### config.mk
export PLATFORM = sky130hd
export DESIGN_NAME = bbox_detect
export DESIGN_NICKNAME = d
export VERILOG_FILES = /design/src/rtl/bbox_detect.sv
export SDC_FILE = /design/constraint.sdc
export NUM_CORES = 1
export LEC_CHECK = 0
export ABC_AREA = 1
export CORE_MARGIN = 2
export CORE_UTILIZATION = 40
export DETAILED_ROUTE_END_ITERATION = 10
export SYNTH_ARGS = -nofsm -noshare
export SYNTH_HDL_FRONTEND = slang
export SYNTH_SLANG_ARGS = --single-unit
### constraint.sdc
create_clock -name clk -period 3 [get_ports clk]
set_clock_uncertainty 0.2 [all_clocks]
set_input_delay 0.75 -clock clk [delete_from_list [all_inputs] [get_ports clk]]
set_output_delay 0.75 -clock clk [all_outputs]
set_load 0.1 [all_outputs]
### src/rtl/bbox_detect.sv
// rtl/bbox_detect.sv - colour-threshold pixel classifier with run filter and per-frame bounding box.
// Pipeline: stage 1 classifies, stage 2 filters runs and accumulates, stage 3 publishes at frame end.
module bbox_detect #(
  parameter int          H_DISP  = 1024,
  parameter int          V_DISP  = 768,
  parameter logic [4:0]  R_MIN   = 5'd20,
  parameter logic [5:0]  G_MAX   = 6'd24,
  parameter logic [4:0]  B_MAX   = 5'd12,
  parameter int          RUN_LEN = 4,
  parameter logic [19:0] MIN_PIX = 20'd16
) (
  input  logic        clk,
  input  logic        rst_n,
  input  logic        en,
  input  logic [10:0] x,
  input  logic [10:0] y,
  input  logic [15:0] data_in,
  output logic [10:0] x_min,
  output logic [10:0] x_max,
  output logic [10:0] y_min,
  output logic [10:0] y_max,
  output logic        obj_valid,
  output logic        frame_done
);

  localparam logic [3:0]  RUN_L   = 4'(RUN_LEN);
  localparam logic [10:0] MIN_INI = 11'h7FF;

  logic        r_armed;
  logic        r_hit_q, r_en_q, r_last_q, r_last_qq;
  logic [10:0] r_x_q, r_y_q;
  logic [3:0]  r_run;
  logic [10:0] r_xmin_acc, r_xmax_acc, r_ymin_acc, r_ymax_acc;
  logic [19:0] r_hit_cnt;
  logic [10:0] r_x_min, r_x_max, r_y_min, r_y_max;
  logic        r_obj_valid, r_frame_done;

  logic        w_origin, w_arm_ok, w_colour, w_last;
  logic [3:0]  w_run_nxt;
  logic        w_first, w_more;
  logic [10:0] w_run_x0;
  logic [10:0] w_xmin_b, w_xmax_b, w_ymin_b, w_ymax_b;
  logic [10:0] w_xmin_n, w_xmax_n, w_ymin_n, w_ymax_n;
  logic [19:0] w_cnt_b, w_cnt_n;
  logic [20:0] w_cnt_sum;
  logic [4:0]  w_cnt_add;

  assign w_origin = en && (x == 11'd0) && (y == 11'd0);
  assign w_arm_ok = r_armed || w_origin;
  assign w_colour = (data_in[15:11] >= R_MIN) && (data_in[10:5] <= G_MAX) && (data_in[4:0] <= B_MAX);
  assign w_last   = en && w_arm_ok && (x == 11'(H_DISP - 1)) && (y == 11'(V_DISP - 1));

  always_ff @(posedge clk) begin
    if (rst_n) begin
      r_armed  <= 1'b0;
      r_hit_q  <= 1'b0;
      r_en_q   <= 1'b0;
      r_last_q <= 1'b0;
      r_x_q    <= '0;
      r_y_q    <= '0;
    end else begin
      if (w_origin) r_armed <= 1'b1;
      r_hit_q  <= en && w_colour && w_arm_ok;
      r_en_q   <= en;
      r_last_q <= w_last;
      r_x_q    <= x;
      r_y_q    <= y;
    end
  end

  // On the publish edge the accumulators restart from their initial values, but a pixel
  // already in stage 2 (back-to-back frames) is folded into that fresh state, not lost.
  always_comb begin
    w_run_nxt = r_run;
    if (!r_en_q || !r_hit_q)   w_run_nxt = 4'd0;
    else if (r_x_q == 11'd0)   w_run_nxt = 4'd1;
    else if (r_run != 4'hF)    w_run_nxt = r_run + 4'd1;

    w_first  = r_hit_q && (w_run_nxt == RUN_L);
    w_more   = r_hit_q && (w_run_nxt > RUN_L);
    w_run_x0 = r_x_q - 11'(RUN_LEN - 1);

    w_xmin_b = r_last_qq ? MIN_INI : r_xmin_acc;
    w_xmax_b = r_last_qq ? 11'd0   : r_xmax_acc;
    w_ymin_b = r_last_qq ? MIN_INI : r_ymin_acc;
    w_ymax_b = r_last_qq ? 11'd0   : r_ymax_acc;
    w_cnt_b  = r_last_qq ? 20'd0   : r_hit_cnt;

    w_xmin_n = w_xmin_b;
    w_xmax_n = w_xmax_b;
    w_ymin_n = w_ymin_b;
    w_ymax_n = w_ymax_b;
    if (w_first && (w_run_x0 < w_xmin_b)) w_xmin_n = w_run_x0;
    if (w_first || w_more) begin
      if (r_x_q > w_xmax_b) w_xmax_n = r_x_q;
      if (r_y_q < w_ymin_b) w_ymin_n = r_y_q;
      if (r_y_q > w_ymax_b) w_ymax_n = r_y_q;
    end

    w_cnt_add = w_first ? 5'(RUN_LEN) : (w_more ? 5'd1 : 5'd0);
    w_cnt_sum = {1'b0, w_cnt_b} + 21'(w_cnt_add);
    w_cnt_n   = w_cnt_sum[20] ? 20'hFFFFF : w_cnt_sum[19:0];
  end

  always_ff @(posedge clk) begin
    if (rst_n) begin
      r_run        <= 4'd0;
      r_xmin_acc   <= MIN_INI;
      r_xmax_acc   <= '0;
      r_ymin_acc   <= MIN_INI;
      r_ymax_acc   <= '0;
      r_hit_cnt    <= '0;
      r_last_qq    <= 1'b0;
      r_frame_done <= 1'b0;
      r_x_min      <= '0;
      r_x_max      <= '0;
      r_y_min      <= '0;
      r_y_max      <= '0;
      r_obj_valid  <= 1'b0;
    end else begin
      r_run        <= w_run_nxt;
      r_xmin_acc   <= w_xmin_n;
      r_xmax_acc   <= w_xmax_n;
      r_ymin_acc   <= w_ymin_n;
      r_ymax_acc   <= w_ymax_n;
      r_hit_cnt    <= w_cnt_n;
      r_last_qq    <= r_last_q;
      r_frame_done <= r_last_qq;
      if (r_last_qq) begin
        if (r_hit_cnt >= MIN_PIX) begin
          r_x_min     <= r_xmin_acc;
          r_x_max     <= r_xmax_acc;
          r_y_min     <= r_ymin_acc;
          r_y_max     <= r_ymax_acc;
          r_obj_valid <= 1'b1;
        end else begin
          r_x_min     <= '0;
          r_x_max     <= '0;
          r_y_min     <= '0;
          r_y_max     <= '0;
          r_obj_valid <= 1'b0;
        end
      end
    end
  end

  assign x_min      = r_x_min;
  assign x_max      = r_x_max;
  assign y_min      = r_y_min;
  assign y_max      = r_y_max;
  assign obj_valid  = r_obj_valid;
  assign frame_done = r_frame_done;

endmodule

## Word-level counts from Yosys, hierarchy flattened

Index checks and enable logic that the tools add are counted.
W data, S select, Z words.

- Bits in registers: 141
- Latch bits: 0
- Memory bits (writable): 0
- Memory bits (read-only): 0
- Bits of input ports: 41
- Output and inout bits: 46
- Word-level logic and storage cells: 78
- Memories kept: 0

- Add/sub/neg operators: 3
- Multipliers: 0
- Div/mod/pow operators: 0
- $lt $le $gt $ge: 9
- Equal/unequal tests: 4
- Shift-type cells: 0
- Multiplexer cells: 23
- Bitwise gates (word level): 0
- Reduce and logical (&&, ||, !) cells: 20

Operator list:

| cell | count |
|---|---|
| $mux W11 | 15 |
| $mux W20 | 2 |
| $logic_not A11 Y1 | 3 |
| $eq A11 B10 Y1 const B | 2 |
| $gt A11 B11 Y1 | 2 |
| $lt A11 B11 Y1 | 2 |
| $add A20 B3 Y21 | 1 |
| $ge A20 B5 Y1 const B | 1 |
| $logic_and A1 B1 Y1 | 12 |
| $mux W4 | 3 |
| $sub A11 B2 Y11 const B | 1 |
| $le A6 B5 Y1 const B | 1 |
| $ge A5 B5 Y1 const B | 1 |
| $le A5 B4 Y1 const B | 1 |
| $add A4 B1 Y4 const B | 1 |
| $eq A4 B3 Y1 const B | 1 |
| $gt A4 B3 Y1 const B | 1 |
| $ne A4 B4 Y1 const B | 1 |
| $logic_or A1 B1 Y1 | 3 |
| $mux W3 | 1 |
| $logic_not A1 Y1 | 2 |
| $mux W1 | 2 |

## Depth between registers and ports, before layout

Gate-level depths: netlist (run 1).

- Depth in word-level cells: 10
- Depth in mapped cells: 21
- Mapped depth without buffers: 20

## Worst setup path after synthesis (run 1)

No wires, ideal clock.

- Path kind: register to register
- Start: reg r_x_q[0]
- End: reg r_hit_cnt[12]
- Library setup time: 68 ps
- Arrival: 2,571 ps
- Data required time: 2,732 ps
- Slack: 161 ps
- Cell stages (with the launch flop): 20
- Buffers on the path: 2
- Period minus slack after synthesis: 2,839 ps
- Path through: dfxtp_1 inv_1 ha_1 nand2_1 nor2_1 nand2_2 nand3_1 nand2_1 nor2_4 buf_4 a21oi_1 ha_1 ha_1 nand2_1 a21oi_4 nand3_4 nor2_4 nand3_4 buf_6 a21oi_2

- Cells in the longest elaborated chain, start to end: 9
- Elaborated cells between the ends (all ways): 11
- Those cells by class: add/sub: 1; order compare: 1; eq/ne: 1; mux: 5; reduce/logical: 3

Ends and longest elaborated chain:

| what | RTL line | source |
|---|---|---|
| from (decl) | 31 | `logic [10:0] r_x_q, r_y_q;` |
| from (signal assigned) | 59 | `r_x_q <= '0;` |
| from (signal assigned) | 66 | `r_x_q <= x;` |
| $logic_not A11 Y1 (*) | 76 | `else if (r_x_q == 11'd0) w_run_nxt = 4'd1;` |
| $mux W4 (*) | 76 |  |
| $mux W4 (*) | 75 | `if (!r_en_q \|\| !r_hit_q) w_run_nxt = 4'd0;` |
| $gt A4 B3 Y1 | 80 | `w_more = r_hit_q && (w_run_nxt > RUN_L);` |
| $logic_and A1 B1 Y1 | 80 |  |
| $mux W1 | 100 | `w_cnt_add = w_first ? 5'(RUN_LEN) : (w_more ? 5'd1 : 5'd0);` |
| $mux W3 (*) | 100 |  |
| $add A20 B3 Y21 (*) | 101 | `w_cnt_sum = {1'b0, w_cnt_b} + 21'(w_cnt_add);` |
| $mux W20 (*) | 102 | `w_cnt_n = w_cnt_sum[20] ? 20'hFFFFF : w_cnt_sum[19:0];` |
| to (signal assigned) | 126 | `r_hit_cnt <= w_cnt_n;` |
| to (decl) | 34 | `logic [19:0] r_hit_cnt;` |

Mark *: on every way between the ends. The rest lies on a longest branch, timed or not.
A chain may end at the register's enable or synchronous reset.

## Final worst setup path (run 1)

- Start: reg r_x_q[0]
- End: reg r_hit_cnt[18]

The elaborated chain is that of the path after synthesis.

==> impl_metrics.sql, run 1 <==
INSERT INTO impl_metrics (metric_group, metric, value, unit) VALUES
('timing', 'worst_slew_pin_slew', '567', 'ps'),
('worst_setup_path', 'worstPathMaxFanout', '5', ''),
('outcome', 'outcome', 'completed', ''),
('clock_tree', 'cts_made_buffers', '17', ''),
('logic_synthesis', 'ys_ff_latch', '141', ''),
('timing', 'max_freq', '359', 'MHz'),
('worst_setup_path', 'critPathRequiredTime', '3170', 'ps'),
('worst_setup_path', 'critPathArrivalTime', '2950', 'ps'),
('clock_tree', 'tritoncts', 'yes', ''),
('logic_synthesis', 'yosysWarningCount', '0', ''),
('die', 'chipWidth', '137', 'µm'),
('timing', 'timing.final.setup_violations', '0', ''),
('worst_setup_path', 'setup.worst_path.end_class', 'flop', ''),
('clock_tree', 'cts_max_level', '4', ''),
('route', 'initial_drt_markers', '351', ''),
('route', 'drcViolationCount', '0', ''),
('logic_synthesis', 'combinational_family_with_the_most_area_after_synthesis', 'simple AND/OR/NAND/NOR gates', ''),
('route', 'drt_wl_total', '17.1', 'mm'),
('logic_synthesis', 'netlist_instances', '996', ''),
('logic_synthesis', 'post_synth_xor_area_fraction', '0.0234', ''),
('global_route', 'grt_first_pass_wirelength', '28.3', 'mm'),
('logic_synthesis', 'synthMuxAreaShare', '0', ''),
('global_route', 'track_usage', '0.191', ''),
('clock_tree', 'cts_root_buf', 'sky130_fd_sc_hd__clkbuf_16', ''),
('timing', 'max-slew-margin-rel', '0.622', ''),
('logic_synthesis', 'yosys.cell_types.count', '38', ''),
('logic_synthesis', 'synth_compound_area_frac', '0.0800', ''),
('final_layout', 'nFillCells', '1722', ''),
('placement', 'io_buffers', '84', ''),
('logic_synthesis', 'synth_simple_gate_area_share', '0.332', ''),
('die', 'floorplan.rows', '48', ''),
('power_and_ir_drop', 'powerDensity', '484', 'mW/mm²'),
('die', 'initial_core_utilization', '0.410', ''),
('final_layout', 'post_layout_nets', '1176', ''),
('placement', 'dpl_cell_area', '0.00817', 'mm²'),
('power_and_ir_drop', 'p_leak', '4.03', 'nW'),
('timing', 'finalHoldViolations', '0', ''),
('timing', 'final.period_utilization', '0.928', ''),
('logic_synthesis', 'syn_area', '0.00711', 'mm²'),
('worst_setup_path', 'path_class', 'reg -> reg', ''),
('job', 'cap_violations', '0', ''),
('final_layout', 'antennaDiodeCount', '0', ''),
('clock_tree', 'cts.clk_slew.worst_paths', '60', 'ps'),
('die', 'die_h', '137', 'µm'),
('die', 'die-area', '0.0189', 'mm²'),
('die', 'ios', '87', ''),
('die', 'fp.coreArea', '0.0174', 'mm²'),
('global_route', 'global_route_congestion_overflow_total', '0', ''),
('logic_synthesis', 'post_synth_fa_ha_maj_area_fraction', '0.0844', ''),
('min_path', 'holdCritPathClass', 'reg -> reg', ''),
('clock_tree', 'cts_hold_buffers', '0', ''),
('logic_synthesis', 'post_synth_net_total', '1085', ''),
('timing', 'final-max-slew-violation-count', '0', ''),
('timing', 'final.min_clock_period', '2790', 'ps'),
('route', 'wl_per_cell', '12.9', 'µm'),
('timing', 'whs', '198', 'ps'),
('placement', 'gp_congestion', '0.874', ''),
('route', 'drt.antenna.violating_nets', '0', ''),
('global_route', 'grt_start_max_net_pins', '93', ''),
('clock_tree', 'cts_sinks', '141', ''),
('final_layout', 'post_route_cells_drive_above_1_share', '0.144', ''),
('route', 'viasPerCell', '4.90', ''),
('global_route', 'via_count_of_the_first_global_routing_pass', '5844', ''),
('clock_tree', 'cts-root-to-sink-buffers', '2', ''),
('worst_setup_path', 'critPathLaunchType', 'flop', ''),
('global_route', 'grt_antenna_before_repair', '0', ''),
('clock_tree', 'clock_insertion_delay_worst_skew', '420', 'ps'),
('logic_synthesis', 'synth.yosys.seq_area_share', '0.397', ''),
('power_and_ir_drop', 'worst_ir_drop_vdd', '0.381', 'mV'),
('final_layout', 'area_growth_syn_to_layout', '24.8', '%'),
('final_layout', 'postLayoutCellArea', '0.00888', 'mm²'),
('placement', 'dp_hpwl', '12.3', 'mm'),
('route', 'detail_route.first_pass.iterations', '5', ''),
('route', 'dr_total_vias', '6487', ''),
('logic_synthesis', 'syn-mean-instance-area', '7.14', 'µm²');
[power breakdown]
group          total (W)  leakage, nW  switching, W  internal, W
clock network    0.00214        0.287      0.000790      0.00135
logic           0.000240         2.60      0.000131     0.000108
registers        0.00191         1.14     0.0000242      0.00189
[cells by family after synthesis]
family | Yosys count
AND/OR/NAND/NOR | 542
buffers and inverters | 147
flip-flops | 141
AO/OA/AOI/OAI | 99
adder cells (fa/ha/maj) | 48
XOR/XNOR | 19
[registers in the layout (all words and copies together), names as in the netlist]
register,flops
r_hit_cnt,20
r_x_q,11
r_xmax_acc,11
r_xmin_acc,11
r_y_q,11
r_ymax_acc,11
r_ymin_acc,11
x_max,11
x_min,11
y_max,11
y_min,11
r_run,4
frame_done,1
obj_valid,1
r_armed,1
r_en_q,1
r_hit_q,1
r_last_q,1
r_last_qq,1
[repair_timing]
action	CTS	global route
setup endpoints to repair	0	35
gates resized for setup	0	25
setup buffers	0	2
[through the flow]
step | power (W) | worst slack, ps | utilization | TNS, ps | cells
2_1_floorplan | 0.00208 | 161 | - | 0 | 996
3_3_place_gp | 0.00219 | 80.4 | 0.471 | 0 | 1290
3_5_place_dp | 0.00219 | 66.4 | 0.471 | 0 | 1290
4_1_cts | 0.00434 | 29.7 | 0.505 | 0 | 1321
5_1_grt | 0.00446 | -5.22 | 0.511 | -5.22 | 1324
6_report | 0.00429 | 215 | 0.511 | 0 | 1324
[final cells by class]
type | instances | area [µm²] | share of cell area
Clock inverter | 9 | 136 | 0.0154
Clock buffer | 22 | 464 | 0.0523
Tap cell | 225 | 282 | 0.0317
Timing Repair Buffer | 118 | 1010 | 0.113
Inverter | 100 | 375 | 0.0423
Sequential cell | 141 | 2830 | 0.319
Multi-Input combinational cell | 709 | 3780 | 0.426
[path summary, 6_finish.rpt]
path	start	to	slack [ps]	depth (start not counted)
max	r_x_q[0]	r_hit_cnt[18]	210	20
min	r_last_q	r_last_qq	200	2
max reg2reg	r_x_q[0]	r_hit_cnt[18]	210	20
min reg2reg	r_last_q	r_last_qq	200	2
[layout by cell type, fill, tap and decap left out, types with 3 or more instances in the layout]
| cell | count |
|---|---|
| sky130_fd_sc_hd__a21oi_1 | 72 |
| sky130_fd_sc_hd__a21oi_2 | 11 |
| sky130_fd_sc_hd__buf_4 | 78 |
| sky130_fd_sc_hd__bufinv_16 | 3 |
| sky130_fd_sc_hd__clkbuf_1 | 3 |
| sky130_fd_sc_hd__clkbuf_16 | 17 |
| sky130_fd_sc_hd__clkdlybuf4s50_1 | 37 |
| sky130_fd_sc_hd__dfxtp_1 | 136 |
| sky130_fd_sc_hd__dfxtp_2 | 5 |
| sky130_fd_sc_hd__ha_1 | 45 |
| sky130_fd_sc_hd__inv_1 | 97 |
| sky130_fd_sc_hd__inv_2 | 3 |
| sky130_fd_sc_hd__nand2_1 | 226 |
| sky130_fd_sc_hd__nand2_2 | 7 |
| sky130_fd_sc_hd__nand3_1 | 113 |
| sky130_fd_sc_hd__nand3_2 | 4 |
| sky130_fd_sc_hd__nand3_4 | 3 |
| sky130_fd_sc_hd__nand4_1 | 20 |
| sky130_fd_sc_hd__nor2_1 | 138 |
| sky130_fd_sc_hd__nor2_2 | 6 |
| sky130_fd_sc_hd__nor2_4 | 4 |
| sky130_fd_sc_hd__nor3_1 | 7 |
| sky130_fd_sc_hd__nor4_1 | 8 |
| sky130_fd_sc_hd__o21ai_0 | 6 |
| sky130_fd_sc_hd__xnor2_1 | 5 |
| sky130_fd_sc_hd__xor2_1 | 14 |
[routing by layer]
metal,vias up,GRT usage,share of wire
met1,2919,0.271,0.51
met5,-,0,0
li1,3403,-,-
met4,0,0.0659,0.015
met3,18,0.0375,0.042
met2,147,0.289,0.43
[synth_stat cells]
master                     count  area, µm²
sky130_fd_sc_hd__nand4_1      20        125
sky130_fd_sc_hd__nor2_2        3       18.8
sky130_fd_sc_hd__o211ai_1      1       7.51
sky130_fd_sc_hd__o21bai_1      1       7.51
sky130_fd_sc_hd__a211oi_1      1       7.51
sky130_fd_sc_hd__inv_1        97        364
sky130_fd_sc_hd__dfxtp_1     141       2820
sky130_fd_sc_hd__a21oi_1      74        370
sky130_fd_sc_hd__and2b_1       1       7.51
sky130_fd_sc_hd__a21oi_4       1       16.3
sky130_fd_sc_hd__and2_1        1       6.26
sky130_fd_sc_hd__nor3_2        1       10.0
sky130_fd_sc_hd__buf_4         6       45.0
sky130_fd_sc_hd__nor2_1      142        533
sky130_fd_sc_hd__xor2_1       14        123
sky130_fd_sc_hd__or2_1         2       12.5
sky130_fd_sc_hd__nand3_1     116        581
sky130_fd_sc_hd__a21oi_2       9       78.8
sky130_fd_sc_hd__nand2_1     229        860
sky130_fd_sc_hd__buf_6         1       11.3
sky130_fd_sc_hd__inv_2         3       11.3
sky130_fd_sc_hd__o311ai_0      1       8.76
sky130_fd_sc_hd__nor2_4        3       33.8
sky130_fd_sc_hd__o21a_1        2       15.0
sky130_fd_sc_hd__nor3_1        7       35.0
sky130_fd_sc_hd__ha_1         48        601
sky130_fd_sc_hd__nand3b_1      2       15.0
sky130_fd_sc_hd__nor4_1        8       50.1
sky130_fd_sc_hd__buf_2         9       45.0
sky130_fd_sc_hd__buf_1        10       37.5
sky130_fd_sc_hd__nand3_2       2       20.0
sky130_fd_sc_hd__a31oi_2       1       12.5
sky130_fd_sc_hd__nand2_2       3       18.8
sky130_fd_sc_hd__nand3_4       2       35.0
sky130_fd_sc_hd__o21ai_0       6       30.0
sky130_fd_sc_hd__xnor2_1       5       43.8
sky130_fd_sc_hd__clkbuf_1     21       78.8
sky130_fd_sc_hd__a21o_1        2       15.0
[critical path: stages (launching register included)]
cell and delay (ps):
sky130_fd_sc_hd__dfxtp_2 320, sky130_fd_sc_hd__inv_1 50, sky130_fd_sc_hd__ha_1 190, sky130_fd_sc_hd__nand2_1 80
sky130_fd_sc_hd__nor2_2 40, sky130_fd_sc_hd__nand2_2 120, sky130_fd_sc_hd__nand3_2 100, sky130_fd_sc_hd__nand2_2 100
sky130_fd_sc_hd__nor2_4 50, sky130_fd_sc_hd__a21oi_2 120, sky130_fd_sc_hd__ha_2 210, sky130_fd_sc_hd__ha_4 140
sky130_fd_sc_hd__nand2_2 60, sky130_fd_sc_hd__a21oi_4 240, sky130_fd_sc_hd__nand3_4 120, sky130_fd_sc_hd__nor2_4 140
sky130_fd_sc_hd__nand3_4 110, sky130_fd_sc_hd__buf_4 160, sky130_fd_sc_hd__nand3_1 60, sky130_fd_sc_hd__nand2_1 50
sky130_fd_sc_hd__inv_1 60
No activity file was read; power rests on OpenSTA's default activity.
==> run 2: changes to the inputs <==
--- a/config.mk
+++ b/config.mk
@@ -6,7 +6,7 @@
 export NUM_CORES = 1
 export LEC_CHECK = 0
 export ABC_AREA = 1
-export CORE_MARGIN = 2
+export CORE_MARGIN = 4
 export CORE_UTILIZATION = 40
 export DETAILED_ROUTE_END_ITERATION = 10
 export SYNTH_ARGS = -nofsm -noshare
==> run 2 against run 1 <==
Compared with the run above: wire length up 3.8%; fmax up 0.63%; flip-flop and latch count stayed put; final cell count grew 0.45%; first-iteration DRC count down 5.1%; worst hold slack hardly changed; sequential share of layout area is 0.42 points lower; highest routed layer unchanged.
==> impl_metrics.sql, run 2 (same netlist as run 1, synthesis figures left out) <==
INSERT INTO impl_metrics (metric_group, metric, value, unit) VALUES
('outcome', 'outcome', 'completed', ''),
('clock_tree', 'clock_insertion_delay_worst_skew', '430', 'ps'),
('worst_setup_path', 'timing.critical_path.slowest_stage_cell', 'sky130_fd_sc_hd__dfxtp_1', ''),
('die', 'initial_core_utilization', '0.410', ''),
('worst_setup_path', 'critical_path.reg2reg.startpoint', 'r_x_q[0]', ''),
('final_layout', 'most-common-layout-cells', '225 x sky130_fd_sc_hd__nand2_1, 139 x sky130_fd_sc_hd__dfxtp_1, 136 x sky130_fd_sc_hd__nor2_1', ''),
('die', 'fp.coreArea', '0.0174', 'mm²'),
('timing', 'final.min_clock_period', '2770', 'ps'),
('route', 'detail_route.first_pass.iterations', '6', ''),
('route', 'dr_total_vias', '6496', ''),
('clock_tree', 'cts.clk_slew.worst_paths', '60', 'ps'),
('power_and_ir_drop', 'p_leak', '4.07', 'nW'),
('timing', 'worst_slew_pin_slew', '573', 'ps'),
('power_and_ir_drop', 'report.power.total', '0.00441', 'W'),
('worst_setup_path', 'critical_path.cell_chain', 'buf_4 > ha_1 > inv_1 > nand2_1 > nor2_4 > nand2_1 > xnor2_1 > ha_1 > a21oi_1 > o21a_1 > nand2_1 > nor2_2 > nand2_1 > nand2_1 > nand3_1', ''),
('worst_setup_path', 'critical_path.endpoint', 'r_xmin_acc[4]', ''),
('route', 'viasPerCell', '4.88', ''),
('final_layout', 'postLayoutCellArea', '0.00898', 'mm²'),
('power_and_ir_drop', 'powerDensity', '491', 'mW/mm²'),
('worst_setup_path', 'critPathRequiredTime', '3080', 'ps'),
('worst_setup_path', 'cp_slowest_stage_delay', '310', 'ps'),
('timing', 'final-max-slew-violation-count', '0', ''),
('die', 'die_h', '141', 'µm'),
('worst_setup_path', 'rr_worst_depth', '15', ''),
('final_layout', 'regMostFlops', 'r_hit_cnt', ''),
('final_layout', 'layout.cells.most_common', 'sky130_fd_sc_hd__nand2_1', ''),
('final_layout', 'post_layout_nets', '1182', ''),
('worst_setup_path', 'setup_slack_on_the_worst_flop_to_flop_path', '230', 'ps'),
('worst_setup_path', 'critPathLaunchType', 'flop', ''),
('clock_tree', 'cts-root-to-sink-buffers', '2', ''),
('die', 'die-area', '0.0200', 'mm²'),
('clock_tree', 'cts_root_buf', 'sky130_fd_sc_hd__clkbuf_16', ''),
('die', 'ios', '87', ''),
('final_layout', 'largest_reg_flops', '20', ''),
('timing', 'final.period_utilization', '0.923', ''),
('worst_setup_path', 'critical-path-top-cell-by-count', 'sky130_fd_sc_hd__nand2_1', ''),
('power_and_ir_drop', 'worst_ir_drop_vdd', '0.393', 'mV'),
('placement', 'gp_congestion', '0.849', ''),
('worst_setup_path', 'worstSetupStartpoint', 'r_x_q[0]', ''),
('clock_tree', 'tritoncts', 'yes', ''),
('route', 'drt_wl_total', '17.8', 'mm'),
('global_route', 'track_usage', '0.181', ''),
('worst_setup_path', 'setup.worst_path.end_class', 'flop', ''),
('worst_setup_path', 'critical_path_depth', '15', ''),
('route', 'drt.antenna.violating_nets', '0', ''),
('die', 'floorplan.rows', '48', ''),
('job', 'cap_violations', '0', ''),
('final_layout', 'antennaDiodeCount', '0', ''),
('route', 'drcViolationCount', '0', ''),
('worst_setup_path', 'worst-path-buf-inv', '2', ''),
('global_route', 'grt_first_pass_wirelength', '29.2', 'mm'),
('timing', 'max_freq', '361', 'MHz'),
('placement', 'dpl_cell_area', '0.00823', 'mm²'),
('worst_setup_path', 'rr_endpoint', 'r_xmin_acc[4]', ''),
('worst_setup_path', 'critPathArrivalTime', '2850', 'ps'),
('route', 'wl_per_cell', '13.4', 'µm'),
('global_route', 'via_count_of_the_first_global_routing_pass', '6030', ''),
('die', 'chipWidth', '141', 'µm'),
('min_path', 'holdCritPathClass', 'reg -> reg', ''),
('timing', 'max-slew-margin-rel', '0.618', ''),
('global_route', 'global_route_congestion_overflow_total', '0', ''),
('timing', 'finalHoldViolations', '0', ''),
('global_route', 'grt_start_max_net_pins', '93', ''),
('worst_setup_path', 'worstPathMaxFanout', '5', ''),
('clock_tree', 'cts_sinks', '141', ''),
('clock_tree', 'cts_max_level', '4', ''),
('timing', 'setup_ws', '232', 'ps'),
('global_route', 'grt_antenna_before_repair', '0', ''),
('placement', 'dpl_worst_slack', '-16.0', 'ps'),
('final_layout', 'post_route_cells_drive_above_1_share', '0.152', ''),
('placement', 'dp_hpwl', '12.4', 'mm'),
('worst_setup_path', 'critical_path.top_delay_family', 'simple AND/OR/NAND/NOR gates', ''),
('clock_tree', 'cts_made_buffers', '17', ''),
('final_layout', 'area_growth_syn_to_layout', '26.3', '%'),
('timing', 'whs', '198', 'ps'),
('worst_setup_path', 'path_class', 'reg -> reg', ''),
('route', 'initial_drt_markers', '333', ''),
('timing', 'timing.final.setup_violations', '0', ''),
('placement', 'io_buffers', '84', ''),
('final_layout', 'finish.utilization', '0.518', '');
run 2: changes by cell type in the layout (fill, tap and decap cells not counted), sizes merged:
cell      previous run  this run
clkinvlp             2         3
clkinv               3         2
inv                101       104
buf                 81        86
bufinv               3         4
clkbuf              22        18
nand3              120       121
run 2: metrics by stage:
step                setup TNS [ps]  std cells
floorplan                        0        996
global placement                 0       1295
detailed placement           -55.4       1295
CTS                              0       1328
global route                 -52.0       1330
finish                           0       1330
run 2: how the worst min path moves through the flow:
stage | start | to | depth (start not counted)
final | r_last_q | r_last_qq | 2
after global routing | r_last_q | r_last_qq | 2
after CTS | r_last_q | r_last_qq | 2
after detailed placement | r_last_q | r_last_qq | 2
after global placement | r_last_q | r_last_qq | 2
after floorplan | r_last_q | r_last_qq | 2
run 2: report_power, final:
group | switching [W] | total (W) | internal [W] | leakage [nW]
clock | 0.000832 | 0.00225 | 0.00141 | 0.300
combinational | 0.000138 | 0.000251 | 0.000113 | 2.63
sequential | 0.0000211 | 0.00191 | 0.00189 | 1.14
run 2: what timing repair did:
item | CTS | global route
hold buffers | 0 | 0
endpoints found under the hold margin | 0 | 0
gates cloned | 1 | 1
resized for setup | 1 | 24
setup endpoints to repair | 14 | 39
pin swaps | 3 | 10
buffers inserted | 1 | 1
run 2: worst reg2reg max path: stages, from the launching register on:
cell and delay (ps):
sky130_fd_sc_hd__dfxtp_1 310, sky130_fd_sc_hd__buf_4 150, sky130_fd_sc_hd__ha_1 220, sky130_fd_sc_hd__inv_1 70
sky130_fd_sc_hd__nand2_1 110, sky130_fd_sc_hd__nor2_4 150, sky130_fd_sc_hd__nand2_1 70, sky130_fd_sc_hd__xnor2_1 200
sky130_fd_sc_hd__ha_1 290, sky130_fd_sc_hd__a21oi_1 150, sky130_fd_sc_hd__o21a_1 130, sky130_fd_sc_hd__nand2_1 60
sky130_fd_sc_hd__nor2_2 160, sky130_fd_sc_hd__nand2_1 190, sky130_fd_sc_hd__nand2_1 100, sky130_fd_sc_hd__nand3_1 60
run 2: final cells by class:
type | instances | area, µm²
tap | 225 | 282
sequential | 141 | 2830
clock inverter | 13 | 188
inverter | 100 | 375
fill | 1729 | 8370
clock buffer | 18 | 439
multi-input combinational | 710 | 3810
timing repair buffer | 123 | 1070
run 2: per-layer routing:
layer | GRT usage | routed length, µm
met1 | 0.254 | 8910
met2 | 0.273 | 7740
met3 | 0.0472 | 809
met4 | 0.0561 | 313
met5 | 0 | 0
